**src/rtl/uart_tx_sequencer_pkg.sv**
```systemverilog
// uart_tx_sequencer_pkg: shared state encoding and parity mode constants for the UART TX path
package uart_tx_sequencer_pkg;

    typedef enum logic [2:0] {
        S_IDLE,
        S_START,
        S_DATA,
        S_PARITY,
        S_STOP
    } tx_state_t;

    localparam int PARITY_NONE = 0;
    localparam int PARITY_EVEN = 1;
    localparam int PARITY_ODD  = 2;

endpackage

```
**src/rtl/uart_tx_sequencer_if.sv**
```systemverilog
// uart_tx_sequencer_if: host-side valid/ready word handshake into the TX sequencer
interface uart_tx_sequencer_if #(
    parameter int DATA_BITS = 8
);

    logic [DATA_BITS-1:0] tx_data;
    logic                 tx_valid;
    logic                 tx_ready;

    modport master (output tx_data, output tx_valid, input tx_ready);
    modport slave  (input tx_data, input tx_valid, output tx_ready);

endinterface

```
**src/rtl/uart_tx_sequencer_bit_timer.sv**
```systemverilog
// uart_tx_sequencer_bit_timer: counts oversample ticks and strobes the last tick of each bit period
module uart_tx_sequencer_bit_timer #(
    parameter int SAMPLE_RATE = 16
) (
    input  logic clk,
    input  logic rst,
    input  logic run,
    input  logic clock_tick,
    output logic bit_end
);

    localparam int W = $clog2(SAMPLE_RATE);
    localparam logic [W-1:0] LAST = W'(SAMPLE_RATE - 1);

    logic [W-1:0] cnt;

    assign bit_end = run && clock_tick && cnt == LAST;

    // tick counter held at zero while stopped so every frame starts a fresh bit period
    always_ff @(posedge clk) begin
        if (rst || !run)
            cnt <= '0;
        else if (clock_tick)
            cnt <= bit_end ? '0 : cnt + 1'b1;
    end

endmodule

```
**src/rtl/uart_tx_sequencer.sv**
```systemverilog
// uart_tx_sequencer: UART transmit frame controller driving the baud generator and serial line
module uart_tx_sequencer
    import uart_tx_sequencer_pkg::*;
#(
    parameter int DATA_BITS   = 8,
    parameter int SAMPLE_RATE = 16,
    parameter int PARITY      = 0,
    parameter int STOP_BITS   = 1
) (
    input  logic                      clk,
    input  logic                      rst,
    uart_tx_sequencer_if.slave        host,
    input  logic                      clock_tick,
    output logic                      baud_enable,
    output logic                      baud_clear_n,
    output logic                      tx,
    output logic                      busy,
    output logic                      done
);

    localparam int BW = $clog2(DATA_BITS);
    localparam logic [BW-1:0] LAST_BIT = BW'(DATA_BITS - 1);
    localparam logic LAST_STOP = 1'(STOP_BITS - 1);

    tx_state_t            state, state_n;
    logic [DATA_BITS-1:0] shift_r, shift_n;
    logic [BW-1:0]        bit_cnt, bit_cnt_n;
    logic                 stop_cnt, stop_n;
    logic                 par_r, par_n;
    logic                 tx_n, done_n;
    logic                 bit_end;
    logic                 accept;

    assign busy         = state != S_IDLE;
    assign baud_enable  = busy;
    assign baud_clear_n = busy;
    assign host.tx_ready = state == S_IDLE;
    assign accept       = host.tx_valid && host.tx_ready;

    uart_tx_sequencer_bit_timer #(
        .SAMPLE_RATE(SAMPLE_RATE)
    ) u_timer (
        .clk        (clk),
        .rst        (rst),
        .run        (busy),
        .clock_tick (clock_tick),
        .bit_end    (bit_end)
    );

    // frame sequencing: next state, shift data and the registered line level for the next cycle
    always_comb begin
        state_n   = state;
        shift_n   = shift_r;
        bit_cnt_n = bit_cnt;
        stop_n    = stop_cnt;
        par_n     = par_r;
        tx_n      = tx;
        done_n    = 1'b0;
        case (state)
            S_IDLE: begin
                if (accept) begin
                    state_n   = S_START;
                    shift_n   = host.tx_data;
                    par_n     = (PARITY == PARITY_ODD) ? ~^host.tx_data : ^host.tx_data;
                    bit_cnt_n = '0;
                    stop_n    = 1'b0;
                    tx_n      = 1'b0;
                end
            end
            S_START: begin
                if (bit_end) begin
                    state_n = S_DATA;
                    tx_n    = shift_r[0];
                end
            end
            S_DATA: begin
                if (bit_end) begin
                    shift_n = shift_r >> 1;
                    if (bit_cnt == LAST_BIT) begin
                        bit_cnt_n = '0;
                        state_n   = (PARITY != PARITY_NONE) ? S_PARITY : S_STOP;
                        tx_n      = (PARITY != PARITY_NONE) ? par_r : 1'b1;
                    end else begin
                        bit_cnt_n = bit_cnt + 1'b1;
                        tx_n      = shift_r[1];
                    end
                end
            end
            S_PARITY: begin
                if (bit_end) begin
                    state_n = S_STOP;
                    tx_n    = 1'b1;
                end
            end
            S_STOP: begin
                if (bit_end) begin
                    tx_n = 1'b1;
                    if (stop_cnt == LAST_STOP) begin
                        state_n = S_IDLE;
                        done_n  = 1'b1;
                    end else begin
                        stop_n = stop_cnt + 1'b1;
                    end
                end
            end
            default: begin
                state_n = S_IDLE;
                tx_n    = 1'b1;
            end
        endcase
    end

    // state and datapath registers; reset aborts any frame and returns the line to idle high
    always_ff @(posedge clk) begin
        if (rst) begin
            state    <= S_IDLE;
            shift_r  <= '0;
            bit_cnt  <= '0;
            stop_cnt <= 1'b0;
            par_r    <= 1'b0;
            tx       <= 1'b1;
            done     <= 1'b0;
        end else begin
            state    <= state_n;
            shift_r  <= shift_n;
            bit_cnt  <= bit_cnt_n;
            stop_cnt <= stop_n;
            par_r    <= par_n;
            tx       <= tx_n;
            done     <= done_n;
        end
    end

endmodule

```
**src/flat_wrapper.sv**
```systemverilog
// flat-port wrapper written by rule: the top's interface ports become plain ports
module uart_tx_sequencer_flat import uart_tx_sequencer_pkg::*;
#(
    parameter int DATA_BITS   = 8,
    parameter int SAMPLE_RATE = 16,
    parameter int PARITY      = 0,
    parameter int STOP_BITS   = 1
)
  (clk, rst, clock_tick, baud_enable, baud_clear_n, tx, busy, done, host_tx_data, host_tx_valid, host_tx_ready);
  uart_tx_sequencer_if #(.DATA_BITS(DATA_BITS)) host_i ();
  input  logic clk;
  input  logic rst;
  input  logic clock_tick;
  output logic baud_enable;
  output logic baud_clear_n;
  output logic tx;
  output logic busy;
  output logic done;
  input wire logic [$bits(host_i.tx_data)-1:0] host_tx_data;
  input wire logic [$bits(host_i.tx_valid)-1:0] host_tx_valid;
  output wire logic [$bits(host_i.tx_ready)-1:0] host_tx_ready;
  assign host_i.tx_data = host_tx_data;
  assign host_i.tx_valid = host_tx_valid;
  assign host_tx_ready = host_i.tx_ready;
  uart_tx_sequencer #(.DATA_BITS(DATA_BITS), .SAMPLE_RATE(SAMPLE_RATE), .PARITY(PARITY), .STOP_BITS(STOP_BITS)) u_core (.clk(clk), .rst(rst), .host(host_i), .clock_tick(clock_tick), .baud_enable(baud_enable), .baud_clear_n(baud_clear_n), .tx(tx), .busy(busy), .done(done));
endmodule
```
**config.mk**
```make
export PLATFORM = sky130hd
export DESIGN_NAME = uart_tx_sequencer_flat
export DESIGN_NICKNAME = d
export VERILOG_FILES = /design/src/rtl/uart_tx_sequencer_pkg.sv /design/src/rtl/uart_tx_sequencer_if.sv /design/src/rtl/uart_tx_sequencer_bit_timer.sv /design/src/rtl/uart_tx_sequencer.sv /design/src/flat_wrapper.sv
export SDC_FILE = /design/constraint.sdc
export NUM_CORES = 1
export LEC_CHECK = 0
export BUFFER_PORTS_ARGS = -buffer_cell sky130_fd_sc_hd__clkbuf_2
export CAP_MARGIN = 40
export CORE_ASPECT_RATIO = 1.25
export CORE_UTILIZATION = 33
export CTS_CLUSTER_SIZE = 20
export DETAILED_ROUTE_END_ITERATION = 8
export SYNTH_ARGS = -nofsm -noshare
export SYNTH_HDL_FRONTEND = slang
export SYNTH_SLANG_ARGS = --single-unit
```
**constraint.sdc**
```tcl
create_clock -name clk -period 2.2 [get_ports clk]
set_input_delay 0.22 -clock clk [delete_from_list [all_inputs] [get_ports clk]]
set_output_delay 0.22 -clock clk [all_outputs]
set_load 0.005 [all_outputs]
```
* Yosys cells after proc, flatten, opt, wreduce, memory -nomap -nowiden *
Cells that the tools add are included.
Widths: inputs -> output; s select.

storage, ports and cells
  bits in registers = 21
  input bits = 12
  word-level logic and storage cells = 67
  output and inout port bits = 6

operators by class
  $add $sub $neg = 3
  mux-type cells = 26
  reductions and logical operators = 15
  equality and inequality tests = 14
  bitwise gates (word level) = 2

operator list
  kind                 count
  $mux 3               10
  $mux 8               2
  $pmux 8 s2           1
  $pmux 3 s5           1
  $ne 2x2->1 const B   6
  $mux 1               8
  $reduce_and 7->1     1
  $eq 3x2->1 const B   2
  $eq 3x3->1 const B   2
  $pmux 3 s2           1
  $reduce_and 3->1     2
  $add 4x1->4 const B  1
  $eq 4x4->1 const B   1
  $mux 4               1
  $ne 2x1->1 const B   2
  $pmux 1 s4           1
  $reduce_and 4->1     1
  $reduce_bool 2->1    2
  $add 3x1->3 const B  1
  $eq 3x1->1 const B   1
  $logic_and 1x1->1    3
  $logic_not 3->1      1
  $reduce_bool 3->1    1
  $reduce_or 3->1      1
  other kinds (6)      7

* Longest topological paths before layout *
Gate-level depths: netlist of run 1.

  word-level depth = 5
  depth in mapped cells = 7
  mapped depth without buffers = 6

* Hierarchy *
A second synthesis of run 1 with hierarchy kept.

unflattened totals
  cell total of the unflattened synthesis = 116
  area, all modules = 1,027.2 sq um

by module, submodules not included
  module                       times used  area each (sq um)  cells each  seq. area each (sq um)
  uart_tx_sequencer            1           838.3              96          320.3
  uart_tx_sequencer_bit_timer  1           188.9              20          80.1

* Worst setup path before layout of run 1 *
No wires, ideal clock.

  path kind = reg-to-reg
  start point = reg u_core.u_timer.cnt[0]
  end point = reg u_core.shift_r[5]
  slack = 589 ps
  data required time = 2,067 ps
  setup time = 133 ps
  buffers on the path = 2
  clock period less this slack = 1,611 ps
  stages on the path, launching flop included = 8
  arrival time = 1,478 ps
  cells stage by stage = dfxtp_1 > ha_1 > and4_1 > buf_4 > mux2_4 > buf_8 > a21oi_1 > a311oi_1

on the way
  word-level cells in the longest chain between the ends = 4

RTL lines
  item                        RTL line                           source
  start, declared             uart_tx_sequencer_bit_timer.sv:15  logic [W-1:0] cnt;
  start signal, assigned      uart_tx_sequencer_bit_timer.sv:24  cnt <= bit_end ? '0 : cnt + 1'b1;
  $eq 4x4->1                  uart_tx_sequencer_bit_timer.sv:17  assign bit_end = run && clock_tick && cnt == LAST;
  $logic_and 1x1->1           uart_tx_sequencer_bit_timer.sv:17
  $ne 2x2->1 (no line)        --
  $reduce_and 3->1 (no line)  --
  end signal, assigned        uart_tx_sequencer.sv:125           shift_r <= shift_n;
  end, declared               uart_tx_sequencer.sv:26            logic [DATA_BITS-1:0] shift_r, shift_n;

No other way between the ends.
A chain may end at the register's enable or synchronous reset.

* Worst setup path after layout of run 1 *
  start point = reg u_core.u_timer.cnt[0]
  end point = reg u_core.shift_r[6]

The elaborated chain is that of the path after synthesis.

==> run metrics, run 1 <==
Post-synth top cells 20 x dfxtp_1, 11 x a21oi_1, 9 x mux2i_1; first-pass GRT wire length 3.46 mm; Crit path arrival time 1.94 ns; status finished, final reports clean; CTS tree yes; first-pass iteration count of the detailed router 2; FP Rows 22; final hold vios 0; Worst VDD drop 404 uV; Slew HR between 60% and 70%; Syn Nets 130; setup violators final 0; crit path buf inv count 0; PnR worst setup slack about 0.47 ns; final cycle utilization of the critical path 78.5%; Vias/cell 5.43; CTS Root Cell clkbuf_4; die span in y 65.4 um; most common cell in the netlist dfxtp_1; total setup buffers inserted after CTS 0; P_leak 0.444 nW; Overflow after GRT 0; final WL between 2 and 2.5 mm; Die X 52.7 um; CP max FO 15; Critical-path top delay cell dfxtp_1; CORE AREA 0.00300 mm2; crit-path max cell delay 0.40 ns; cells after synthesis 115; Synth top area share a little under two fifths; P per Cell Area 668 mW/mm2; PortBufs 17; gpl congestion 0.805; Die ar. approximately 0.0035 mm2; Layout Skew between 0.005 and 0.006 ns; Max Freq 579 MHz; Setup CP Type flop to flop; EDFF count, synth 0; Area growth syn-to-layout 9.66%; Initial Util 35.4%; vias in the first global route 786; ys async rst share 0%; post-synthesis sequential area ratio 37.7%; Mapped Area 0.00106 mm2; Detail Route Antenna Nets 0; final-stage net count 142; Setup TNS 0 ns; CP top delay family flip-flops; #FFs+latches synth 20; reg-to-reg slack, setup 0.47 ns; WP data required 2.41 ns; Setup WS pre-CTS 0.509 ns; Iteration-0 DRC Markers 3; Max Cap Violations 0; Global Route Usage Sum 13.3%; setup repair after global routing missed its margin no; antenna cells 0; DR vias about 880; DRC Markers 0; initial antenna violation count 0; layout cells sized above 1 21.4%; Clock Latency Late Sink 0.30 ns; Clock Path Buffers 2; CTS resizes 0; Detail Placement HPWL 1.45 mm; top post-synthesis cells by area dfxtp_1 38%, mux2i_1 8.5%, a311oi_1 5.8%; largest net degree at the start of global routing 17; I/O pins 18; distinct cell type count after synthesis 37; hold buffer count at cts 0; fin. max-slew vios 0; Hold Path Class input pin to flop; Synth Flop Type dfxtp_1; total CTS buffers 3; WL/cell 12.5 um; startpoint types flop; Slew @ Worst Pin 0.585 ns; Tmin final around 1.7 ns; Synth area leader dfxtp_1; critical path endpoint category flop; filler cell count 327; Reg clk slew, reported paths 0.11 ns; CTS Sinks 20; H-tree depth 1; syn avg cell area just over 9 um2; crit path cell chain ha_1 > and4_1 > mux2_4 > a21oi_1 > a311oi_1; Synth warnings 0; Final Cell Area 0.00116 mm2; Placed Area between 0.001 and 0.0015 mm2
## report_power, final
part / switching, mW / internal (mW)
Combinational: 0.0474 / 0.0389
Sequential: 0.0119 / 0.378
Clock: 0.118 / 0.184
Total: 0.177 / 0.601
## layout by cell type (no fill, tap or decap), types with 3 or more instances in the layout
cell      netlist  routed
a21oi_1        11      11
a311oi_1        7       7
clkbuf_2        0      17
clkbuf_4        0       3
dfxtp_1        20      20
ha_1            3       3
mux2i_1         9       9
nand2_1         7       7
nand3_1         3       3
nor2_1          7       7
o21ai_0         4       4
o21ai_1         3       3
or3_1           4       4
## cells by family (layout without fill, tap and decap cells)
group	count (synthesis)	after routing	synth area share, %
adders and majority gates	3	3	3.53
AOI/OAI and AO/OA	31	31	18.8
buffers and inverters	13	24	8.60
muxes	11	11	11.0
and+or+nand+nor	36	36	19.6
DFF	20	20	37.7
xor gates and xnor gates	1	1	0.825
## layer usage
metal	vias to the layer above	global-route usage (%)	part of all wire, %
met5	-	0	0
met4	0	4.93	0.64
met3	2	2.78	2.9
met2	14	21.5	49
met1	414	17.1	47
li1	449	-	-
## per-stage QoR
stage                     power, mW  instances  hold WS (ns)  utilization [%]
final                         0.779        162         0.176             38.8
after global routing          0.821        162         0.182             38.8
after CTS                     0.788        162         0.169             38.8
after detailed placement      0.486        158         0.475             37.1
after global placement        0.482        158         0.471             37.1
after floorplan               0.469        115         0.292                -
## worst register-to-register path, cell delays in order (launching register included)
cell	delay (ns)
dfxtp_1	0.40
ha_1	0.22
and4_1	0.35
mux2_4	0.31
a21oi_1	0.09
a311oi_1	0.27
## sequential cells by signal, summed over array words and instances, names as in the netlist
name / count
u_core.done: 1
u_core.u_timer.cnt: 4
u_core.bit_cnt: 3
u_core.shift_r: 8
u_core.tx: 1
u_core.state: 3
## final cells by class
cell class | count | area, um2 | area share, %
Sequential cell | 20 | 400 | 34.4
Clock buffer | 3 | 22.5 | 1.93
Timing Repair Buffer | 17 | 85.1 | 7.30
Multi-Input combinational cell | 82 | 571 | 49.0
Clock inverter | 1 | 30.0 | 2.58
Tap cell | 36 | 45.0 | 3.87
Inverter | 3 | 11.3 | 0.967
## final timing paths
| kind | endpoint | from | cells after the start |
|---|---|---|---|
| hold / removal | u_core.shift_r[7] | host_tx_data[7] | 3 |
| setup reg to reg | u_core.shift_r[6] | u_core.u_timer.cnt[0] | 5 |
| setup / recovery | u_core.shift_r[6] | u_core.u_timer.cnt[0] | 5 |
| hold reg to reg | u_core.shift_r[7] | u_core.shift_r[7] | 2 |
(Power assumes the default switching activity.)
==> inputs of run 2 (changes only) <==
==> constraint.sdc (replaced) <==
create_clock -name clk -period 1.7 [get_ports clk]
set_input_delay 0.17 -clock clk [delete_from_list [all_inputs] [get_ports clk]]
set_output_delay 0.17 -clock clk [all_outputs]
set_load 0.005 [all_outputs]
==> run metrics, run 2 (same netlist as run 1, synthesis figures left out) <==
status finished, final reports clean (unchanged); CTS tree yes (unchanged); Detail Route Antenna Nets 0 (unchanged); Setup CP Type flop to flop (unchanged); Worst path depth 4 (was 5); Die ar. 0.00345 mm2 (unchanged); P per Cell Area 850 mW/mm2 (was 668 mW/mm2); Top reg by flops u_core.shift_r (unchanged); CTS Sinks 20 (unchanged); Critical-path top delay cell dfxtp_1 (unchanged); Layout Skew 0.00294 ns (was 0.00507 ns); CP max FO 7 (was 15); commonest non-fill, non-tap cell in the layout dfxtp_1 (unchanged); P_leak 0.457 nW (was 0.444 nW); Die X 52.7 um (unchanged); H-tree depth 1 (unchanged); critical path endpoint category flop (unchanged); final cycle utilization of the critical path 94.4% (was 78.5%); Max Cap Violations 0 (unchanged); vias in the first global route 851 (was 786); Clock Path Buffers 2 (unchanged); worst r2r dst u_core.shift_r[6] (unchanged); Detail Placement HPWL 1.53 mm (was 1.45 mm); crit path cell chain ha_1 > and4_2 > mux2_2 > a311oi_1 (was ha_1 > and4_1 > mux2_4 > a21oi_1 > a311oi_1); Tmin final 1.60 ns (was 1.73 ns); DR vias 897 (was 879); WL/cell 13.0 um (was 12.5 um); Critical Path Start u_core.u_timer.cnt[0] (unchanged); total setup buffers inserted after CTS 0 (unchanged); biggest regs u_core.shift_r (8), u_core.u_timer.cnt (4) (unchanged); Hold Path Class input pin to flop (unchanged); startpoint types flop (unchanged); Initial Util 35.4% (unchanged); antenna cells 0 (unchanged); Slew HR 61.5% (was 61.0%); FP Rows 22 (unchanged); Vias/cell 5.44 (was 5.43); Global Route Usage Sum 14.0% (was 13.3%); max FFs per register 8 (unchanged); PortBufs 17 (unchanged); Area growth syn-to-layout 12.2% (was 9.66%); Clock Latency Late Sink 0.30 ns (about the same); filler cell count 299 (was 327); die span in y 65.4 um (unchanged); CP top delay family flip-flops (unchanged); CTS Root Cell clkbuf_4 (unchanged); commonest cells after routing, fill and taps aside 20 x dfxtp_1, 17 x clkbuf_2, 11 x a21oi_1, 9 x mux2i_1 (unchanged); final WL 2.14 mm (was 2.02 mm); Setup TNS 0 ns (unchanged); hold buffer count at cts 0 (unchanged); first-pass GRT wire length 3.63 mm (was 3.46 mm); Worst R2R Path Depth 4 (was 5); final-stage net count 145 (was 142); Overflow after GRT 0 (unchanged); WP data required 1.91 ns (was 2.41 ns); Max Freq 623 MHz (was 579 MHz); first-pass iteration count of the detailed router 3 (was 2); largest net degree at the start of global routing 17 (unchanged); Iteration-0 DRC Markers 15 (was 3); setup repair after global routing missed its margin no (unchanged); DP Cell Count 160 (was 158); Worst VDD drop 492 uV (was 404 uV); Slew @ Worst Pin 0.577 ns (was 0.585 ns); DRC Markers 0 (unchanged); layout cells sized above 1 24.0% (was 21.4%); crit path capture u_core.shift_r[6] (unchanged); I/O pins 18 (unchanged); fin. max-slew vios 0 (unchanged); crit-path max cell delay 0.36 ns (was 0.40 ns); reg2reg start u_core.u_timer.cnt[0] (unchanged); CORE AREA 0.00300 mm2 (unchanged); gpl congestion 0.791 (was 0.805); crit path buf inv count 0 (unchanged); total CTS buffers 3 (unchanged); post-route insts no fill 165 (was 162); Reg clk slew, reported paths 0.12 ns (was 0.11 ns); reg-to-reg slack, setup 0.1 ns (was 0.47 ns); final hold vios 0 (unchanged); setup violators final 0 (unchanged); initial antenna violation count 0 (unchanged); Crit path arrival time 1.82 ns (was 1.94 ns)
==> run 2: power breakdown <==
group          internal, mW  switching [mW]  total [mW]
clock network         0.238           0.155       0.393
registers             0.490          0.0156       0.505
logic                0.0528          0.0627       0.115
total                 0.781           0.233        1.01
==> run 2: tightest hold or removal path, cell delays in order <==
cell	delay, ns
clkbuf_2	0.08
nand4_1	0.08
a21oi_1	0.07
==> run 2: worst min-delay path by stage <==
stage / start / endpoint / slack (ns) / cells after the start
floorplan: rst / u_core.shift_r[0] / 0.24 / 1
global placement: host_tx_data[7] / u_core.shift_r[7] / 0.45 / 3
detailed placement: host_tx_data[7] / u_core.shift_r[7] / 0.46 / 3
CTS: host_tx_data[7] / u_core.shift_r[7] / 0.12 / 3
global route: rst / u_core.shift_r[5] / 0.13 / 2
finish: host_tx_data[7] / u_core.shift_r[7] / 0.13 / 3
==> run 2: final cells by class <==
cell class / instances / area [um2] / share of cell area, %
multi-input combinational: 83 / 583 / 48.9
sequential: 20 / 400 / 33.6
timing repair buffer: 19 / 100 / 8.39
tap: 36 / 45.0 / 3.78
clock inverter: 1 / 30.0 / 2.52
clock buffer: 3 / 22.5 / 1.89
inverter: 3 / 11.3 / 0.944
==> run 2: timing repair <==
action,4_1_cts,5_1_grt
endpoints found under the hold margin,0,0
gates resized for setup,0,1
setup endpoints to repair,0,1
==> run 2: per-layer routing <==
layer,global-route usage [%],up-vias,part of all wire (%)
met5,0,-,0
met3,2.78,6,2.8
met2,24.4,18,51
met1,16.1,416,44
li1,-,457,-
met4,5.92,0,2.1
==> run 2: metrics by stage <==
stage          hold slack (ns)  instance area (um2)  utilization (%)  power (mW)  worst slack, ns
2_1_floorplan            0.242                 1060                -       0.606           0.0888
4_1_cts                  0.116                 1180             39.3        1.03           0.0763
6_report                 0.126                 1190             39.7        1.01           0.0959
3_5_place_dp             0.457                 1130             37.6       0.630            0.122
5_1_grt                  0.129                 1190             39.7        1.07           0.0117
3_3_place_gp             0.449                 1130             37.6       0.626            0.197
==> inputs of run 3 (changes only) <==
--- a/config.mk
+++ b/config.mk
@@ -11,6 +11,7 @@
 export CORE_UTILIZATION = 33
 export CTS_CLUSTER_SIZE = 20
 export DETAILED_ROUTE_END_ITERATION = 8
+export PLACE_DENSITY_LB_ADDON = 0.12
 export SYNTH_ARGS = -nofsm -noshare
 export SYNTH_HDL_FRONTEND = slang
 export SYNTH_SLANG_ARGS = --single-unit
==> run metrics, run 3 (same netlist as run 1, synthesis figures left out) <==
first-pass iteration count of the detailed router 4 (was 3); Initial Util 35.4% (unchanged); hold depth 3 (unchanged); Detail Placement HPWL 1.57 mm (was 1.53 mm); H-tree depth 1 (unchanged); CTS Root Cell clkbuf_4 (unchanged); Clock Path Buffers 2 (unchanged); Setup TNS 0 ns (unchanged); Global Route Usage Sum 14.7% (was 14.0%); PortBufs 17 (unchanged); vias in the first global route 812 (was 851); Top reg by flops u_core.shift_r (unchanged); CTS tree yes (unchanged); Setup CP Type flop to output pin (was flop to flop); final cycle utilization of the critical path 93.1% (was 94.4%); P_leak 0.445 nW (was 0.457 nW); Overflow after GRT 0 (unchanged); antenna cells 0 (unchanged); setup repair after global routing missed its margin no (unchanged); DRC Markers 0 (unchanged); status finished, final reports clean (unchanged); DR vias 873 (was 897); first-pass GRT wire length 3.80 mm (was 3.63 mm); biggest regs u_core.shift_r (8), u_core.u_timer.cnt (4) (unchanged); die span in y 65.4 um (unchanged); Clock Latency Late Sink 0.30 ns (about the same); Worst R2R Path Depth 5 (was 4); reg-to-reg slack, setup 0.12 ns (was 0.1 ns); Die ar. 0.00345 mm2 (unchanged); Max Cap Violations 0 (unchanged); Max Freq 632 MHz (was 623 MHz); CP max FO 11 (was 7); Hold Path Class input pin to flop (unchanged); Layout Skew 0.00602 ns (was 0.00294 ns); critical path endpoint category output pin (was flop); P per Cell Area 724 mW/mm2 (was 850 mW/mm2); startpoint types flop (unchanged); worst hold start host_tx_data[7] (unchanged); WP data required 1.53 ns (was 1.91 ns); Power, Total 0.843 mW (was 1.01 mW); total setup buffers inserted after CTS 0 (unchanged); Detail Route Antenna Nets 0 (unchanged); Die X 52.7 um (unchanged); Slew HR 59.8% (was 61.5%); Reg clk slew, reported paths 0.11 ns (was 0.12 ns); commonest non-fill, non-tap cell in the layout dfxtp_1 (unchanged); Slew @ Worst Pin 0.602 ns (was 0.577 ns); Area growth syn-to-layout 9.54% (was 12.2%); CTS Sinks 20 (unchanged); final-stage net count 145 (unchanged); FP Rows 22 (unchanged); layout cells sized above 1 23.4% (was 24.0%); total CTS buffers 3 (unchanged); initial antenna violation count 0 (unchanged); worst r2r dst u_core.shift_r[5] (was u_core.shift_r[6]); Worst VDD drop 322 uV (was 492 uV); Vias/cell 5.32 (was 5.44); WL/cell 13.4 um (was 13.0 um); commonest cells after routing, fill and taps aside 20 x dfxtp_1, 17 x clkbuf_2, 11 x a21oi_1, 9 x mux2i_1 (unchanged); CORE AREA 0.00300 mm2 (unchanged); max FFs per register 8 (unchanged); Crit path arrival time 1.41 ns (was 1.82 ns); final hold vios 0 (unchanged); reg2reg start u_core.u_timer.cnt[0] (unchanged); setup violators final 0 (unchanged); final WL 2.19 mm (was 2.14 mm); Iteration-0 DRC Markers 28 (was 15); largest net degree at the start of global routing 17 (unchanged); Worst Hold Path EP u_core.shift_r[7] (unchanged); Tmin final 1.58 ns (was 1.60 ns); fin. max-slew vios 0 (unchanged); gpl congestion 0.746 (was 0.791); I/O pins 18 (unchanged)
==> run 3: critical path, cell delays in order, from the launching register on <==
cell and delay [ns]:
dfxtp_1 0.46, or3_1 0.48, inv_1 0.08, clkbuf_2 0.10
==> run 3: cell type report <==
type,instances,area (um2)
clock buffer,3,22.5
fill,309,1840
inverter,3,11.3
multi-input combinational,83,584
sequential,20,400
tap,36,45.0
timing repair buffer,19,100
==> run 3: where the power goes <==
group          total, mW  switching, mW  internal, mW
sequential         0.505         0.0157         0.490
clock              0.223          0.140        0.0825
combinational      0.115         0.0638        0.0512
total              0.843          0.219         0.623
==> run 3: metrics by stage <==
step                hold WS [ns]  instance area (um2)  worst slack, ns  cells  util [%]
floorplan                  0.242                 1060           0.0888    115         -
global placement           0.466                 1130            0.129    160      37.6
detailed placement         0.465                 1130           0.0372    160      37.6
CTS                        0.141                 1160           0.0416    164      38.7
global route               0.159                 1160           0.0240    164      38.8
finish                     0.150                 1160            0.118    164      38.8
==> run 3: worst max-delay path by stage <==
stage | startpoint | to | slack (ns) | cells after the start
4_1_cts | u_core.u_timer.cnt[0] | u_core.shift_r[5] | 0.04 | 5
6_report | u_core.state[1] | host_tx_ready | 0.12 | 3
2_1_floorplan | u_core.u_timer.cnt[0] | u_core.shift_r[5] | 0.09 | 7
3_3_place_gp | u_core.u_timer.cnt[0] | u_core.bit_cnt[0] | 0.13 | 5
3_5_place_dp | u_core.u_timer.cnt[0] | u_core.shift_r[5] | 0.04 | 5
5_1_grt | u_core.u_timer.cnt[0] | u_core.shift_r[5] | 0.02 | 5
==> run 3: metal layers <==
metal	track usage (%)	vias to the layer above	wire length, um
li1	-	453	-
met1	19.7	399	1070
met2	22.3	15	1000
met3	2.55	6	72
met4	7.24	0	48
met5	0	-	0
==> run 3: repair_timing <==
item	CTS	global route
resized for setup	1	1
cloned	1	0
setup endpoints to repair	1	10
hold buffers	0	0
